## config.mk

```make
export PLATFORM = sky130hd
export DESIGN_NAME = onehot_encode_stage
export DESIGN_NICKNAME = d
export VERILOG_FILES = /design/src/rtl/onehot_encode_stage.sv
export SDC_FILE = /design/constraint.sdc
export NUM_CORES = 1
export LEC_CHECK = 0
export BUFFER_PORTS_ARGS = -buffer_cell sky130_fd_sc_hd__clkbuf_2
export CAP_MARGIN = 40
export CORE_ASPECT_RATIO = 0.9
export CORE_MARGIN = 4
export CORE_UTILIZATION = 40
export DETAILED_ROUTE_END_ITERATION = 7
export HOLD_SLACK_MARGIN = 0.05
export PLACE_DENSITY_LB_ADDON = 0.05
export SLEW_MARGIN = 10
export SYNTH_ARGS = -nofsm -noshare
export SYNTH_HDL_FRONTEND = slang
export SYNTH_SLANG_ARGS = --single-unit
```

## constraint.sdc

```tcl
create_clock -name clk -period 2.1 [get_ports clk]
set_input_delay 0.525 -clock clk [delete_from_list [all_inputs] [get_ports clk]]
set_output_delay 0.525 -clock clk [all_outputs]
set_load 0.02 [all_outputs]
```

## src/rtl/onehot_encode_stage.sv

```systemverilog
// One-hot to binary encoder stage with a 2-entry in-order output buffer.
// Ports: clk, rst (sync, active-high); d/in_valid/in_ready input handshake;
// idx/err/out_valid/out_ready output handshake; err_cnt_clr/err_cnt counter.
// Macro ONEHOT_ERR_CNT_EN enables the error counter; otherwise err_cnt = 0.
module onehot_encode_stage (
  input  logic        clk,
  input  logic        rst,
  input  logic [15:0] d,
  input  logic        in_valid,
  output logic        in_ready,
  output logic [3:0]  idx,
  output logic        err,
  output logic        out_valid,
  input  logic        out_ready,
  input  logic        err_cnt_clr,
  output logic [7:0]  err_cnt
);

  typedef enum logic [1:0] {
    EMPTY = 2'd0,
    ONE   = 2'd1,
    TWO   = 2'd2
  } state_t;

  state_t state_q, state_d;

  logic [3:0] enc_idx;
  logic       enc_err;
  logic       accept;
  logic       xfer;
  logic       hd_load;
  logic       hd_sel_in;
  logic       tl_load;

  logic [3:0] hd_idx_q, tl_idx_q;
  logic       hd_err_q, tl_err_q;

  // Downward scan so the lowest set bit wins for multi-hot words.
  always_comb begin
    enc_idx = 4'd0;
    for (int k = 15; k >= 0; k--) begin
      if (d[k]) enc_idx = 4'(k);
    end
    enc_err = (d == 16'd0) ||
              ((d & (d - 16'd1)) != 16'd0);
  end

  // Handshake outputs come from state only.
  assign in_ready  = (state_q != TWO);
  assign out_valid = (state_q != EMPTY);
  assign accept    = in_valid & in_ready;
  assign xfer      = out_valid & out_ready;

  always_ff @(posedge clk) begin
    if (rst) state_q <= EMPTY;
    else     state_q <= state_d;
  end

  always_comb begin
    state_d   = state_q;
    hd_load   = 1'b0;
    hd_sel_in = 1'b0;
    tl_load   = 1'b0;
    case (state_q)
      EMPTY: begin
        if (accept) begin
          state_d   = ONE;
          hd_load   = 1'b1;
          hd_sel_in = 1'b1;
        end
      end
      ONE: begin
        if (accept && xfer) begin
          hd_load   = 1'b1;
          hd_sel_in = 1'b1;
        end else if (accept) begin
          state_d = TWO;
          tl_load = 1'b1;
        end else if (xfer) begin
          state_d = EMPTY;
        end
      end
      TWO: begin
        if (xfer) begin
          state_d = ONE;
          hd_load = 1'b1;
        end
      end
      default: state_d = EMPTY;
    endcase
  end

  always_ff @(posedge clk) begin
    if (rst) begin
      hd_idx_q <= 4'd0;
      hd_err_q <= 1'b0;
      tl_idx_q <= 4'd0;
      tl_err_q <= 1'b0;
    end else begin
      if (hd_load) begin
        hd_idx_q <= hd_sel_in ? enc_idx : tl_idx_q;
        hd_err_q <= hd_sel_in ? enc_err : tl_err_q;
      end
      if (tl_load) begin
        tl_idx_q <= enc_idx;
        tl_err_q <= enc_err;
      end
    end
  end

  assign idx = hd_idx_q;
  assign err = hd_err_q;

`ifdef ONEHOT_ERR_CNT_EN
  logic [7:0] cnt_q;

  // A clear coinciding with an accept still counts that word.
  always_ff @(posedge clk) begin
    if (rst) begin
      cnt_q <= 8'd0;
    end else if (err_cnt_clr) begin
      cnt_q <= {7'd0, accept & enc_err};
    end else if (accept && enc_err &&
                 cnt_q != 8'hFF) begin
      cnt_q <= cnt_q + 8'd1;
    end
  end

  assign err_cnt = cnt_q;
`else
  logic unused_clr;
  assign unused_clr = err_cnt_clr;
  assign err_cnt    = 8'h00;
`endif

endmodule
```

==> results_dict.tcl <==
set metrics [dict create \
    nNetsFinal 188 \
    irDropWorstVdd_v 0.000411 \
    clock_latency_ns 0.27 \
    numClockSinks 12 \
    worstSetupEndpointType "flip-flop" \
    synthTopCellsByArea "dfxtp_1 (26%), buf_4 (6.5%), nor2_1 (6.5%)" \
    syn2layout_area_growth_pct 26.3 \
    fp.coreArea_um2 2180 \
    gr-total-overflow 0 \
    cts_hold_buffers 0 \
    netlist_area_um2 925 \
    antenna_found_initial 0 \
    rsz0062_at_grt "no" \
    fin_crit_sh_pct 88.1 \
    worstPathCellList "clkbuf_2 > or4_1 > o211a_1 > a22o_1 > nand4b_1 > nor2_1 > a311oi_1" \
    synth_seq_cells 12 \
    crit_fanout 2 \
    finalHoldViolCount 0 \
    dp_hpwl_um 1850 \
    critical_path_required_ns 2.28 \
    synth_top_area_cell "dfxtp_1" \
    cp_top_family "simple AND/OR/NAND/NOR gates" \
    dp_slack_ns -0.0166 \
    synth-edff-count 0 \
    die_area_um2 3150 \
    setup_ws_ns 0.249 \
    cts_buffer_depth 2 \
    cts-htree-levels 1 \
    routabilityCongestion 0.821 \
    drv_slew 0 \
    cpMaxStageDelayCell "or4_1" \
    grt_pass1_vias 887 \
    wl_per_cell_um 11.6 \
    cts_buffers 3 \
    antenna_cells 0 \
    grt_pass1_wl_um 3760 \
    synth.most_common_cell "nor2_1" \
    postSynthCellCount 126 \
    synth_cell_types 38 \
    drive_gt1_share_pct 29.1 \
    tritoncts "done" \
    max_cap_violations 0 \
    drt_iter0_drc 21 \
    die_x_um 58.7 \
    synth_seq_area_share_pct 26.0 \
    cts_setup_buffers 0 \
    num_io_pins 36 \
    fmax_mhz 540 \
    cts_root_buffer "clkbuf_4" \
    vias 1006 \
    worstSetupStartpointType "input port" \
    ys_async_sr_fraction_pct 0 \
    port_buffers 26 \
    drt_drc_violations_left 0 \
    start_util_pct 42.4 \
    synth_top_flop_cell "dfxtp_1" \
    via_per_inst 5.24 \
    rows 16 \
    final_antenna_net_count 0 \
    critical-path-max-stage-delay_ns 0.54 \
    path_clk_slew_ns 0.07 \
    finalSetupViolCount 0 \
    cts_resized 0 \
    status "finished, final reports clean" \
    grt_max_degree 14 \
    path_class "in -> reg" \
    hp-class "reg -> reg" \
    drtPass1Iterations 4 \
    synth_top_area_share_pct 26.0 \
    syn_avg_cell_area_um2 7.34 \
    leakage_nw 0.500 \
    grt_use_total_pct 15.3 \
    cp_num_buf_inv 1 \
    synth_common_cells "nor2_1 (16), nand2_1 (14), dfxtp_1 (12), a21oi_1 (9), buf_4 (8)" \
    fillers 226 \
    die_y_um 53.6 \
    powerDensity_nw_per_um2 470 \
    drt_wl_total_um 2230 \
    min_period_ns 1.85 \
    fin_skew_ns 0.00396 \
    total_power_uw 548 \
    yosysWarnings 0 \
    crit_arrival_ns 2.03 \
]
-- cell families (layout without fill, tap and decap cells) --
logic type / count (synthesis) / count (layout) / share of synthesized area (%)
multiplexers: 1 / 1 / 1.22
flip-flops: 12 / 12 / 26.0
adder cells (fa/ha/maj): 2 / 2 / 2.17
AND/OR/NAND/NOR: 58 / 58 / 31.3
buffers and inverters: 16 / 48 / 10.6
AO/OA/AOI/OAI: 36 / 36 / 28.4
other: 1 / 8 / 0.406
-- sequential cells by signal, indices dropped and copies added, names as in the netlist --
| register | count |
|---|---|
| idx | 4 |
| tl_err_q | 1 |
| tl_idx_q | 4 |
| err | 1 |
| state_q | 2 |
-- area by class of cell --
| class | count | area [um2] | area share, % |
|---|---|---|---|
| flip-flops and latches | 12 | 240 | 20.6 |
| inverters | 4 | 15.0 | 1.29 |
| repair buffers | 41 | 243 | 20.8 |
| well taps | 27 | 33.8 | 2.89 |
| clock buffers | 3 | 22.5 | 1.93 |
| multi-input cells | 105 | 613 | 52.5 |
-- through the flow --
step	cells	area, um2	hold WS (ns)	util, %	TNS [ns]
floorplan	133	951	0.437	-	0
global placement	189	1140	0.443	52.5	-0.0199
detailed placement	189	1140	0.452	52.5	-0.0166
CTS	192	1170	0.461	53.5	0
global route	192	1170	0.489	53.5	0
finish	192	1170	0.459	53.5	0
-- power breakdown --
part / internal (mW) / total [mW] / switching, mW
sequential: 0.240 / 0.247 / 0.00736
combinational: 0.0694 / 0.166 / 0.0970
clock: 0.0662 / 0.135 / 0.0687
total: 0.375 / 0.548 / 0.173
-- metal layers --
layer / GRT usage, % / vias up / share of wire (%)
li1: - / 532 / -
met1: 20.3 / 452 / 47
met2: 25.7 / 22 / 46
met3: 4.56 / 0 / 6.4
met4: 1.13 / 0 / 0
met5: 0 / - / 0
-- placed cells by master, fill, tap and decap left out, types with 2 or more instances in the layout --
cell type and instances:
clkbuf_2 26, or2_2 2, or4_1 3, buf_4 15, o21bai_1 2, a21oi_1 9
o21ai_0 2, inv_1 4, nand4_1 2, nand3_1 4, or3_1 2, nor3_1 2
conb_1 8, nand2_1 14, nor2_1 16, nand2b_1 3, clkbuf_4 3, a311oi_1 5
nor2b_1 4, dfxtp_1 12, maj3_1 2, o31a_1 2, nor4_1 3, o31ai_1 6
-- worst reg2reg max path, delay by kind of cell, from the launching register on --
family / cells / cell delay [ns]
AOI/OAI and AO/OA: 1 / 0.06
and+or+nand+nor: 3 / 0.57
DFF: 1 / 0.39
muxes: 1 / 0.34
-- path summary, 6_finish.rpt --
check,depth (start not counted),slack [ns],end,start
max,7,0.25,err,d[10]
min reg2reg,2,0.46,tl_idx_q[2],tl_idx_q[2]
min,2,0.46,tl_idx_q[2],tl_idx_q[2]
max reg2reg,5,0.60,idx[0],state_q[1]
Power figures use the tool's default switching activity.
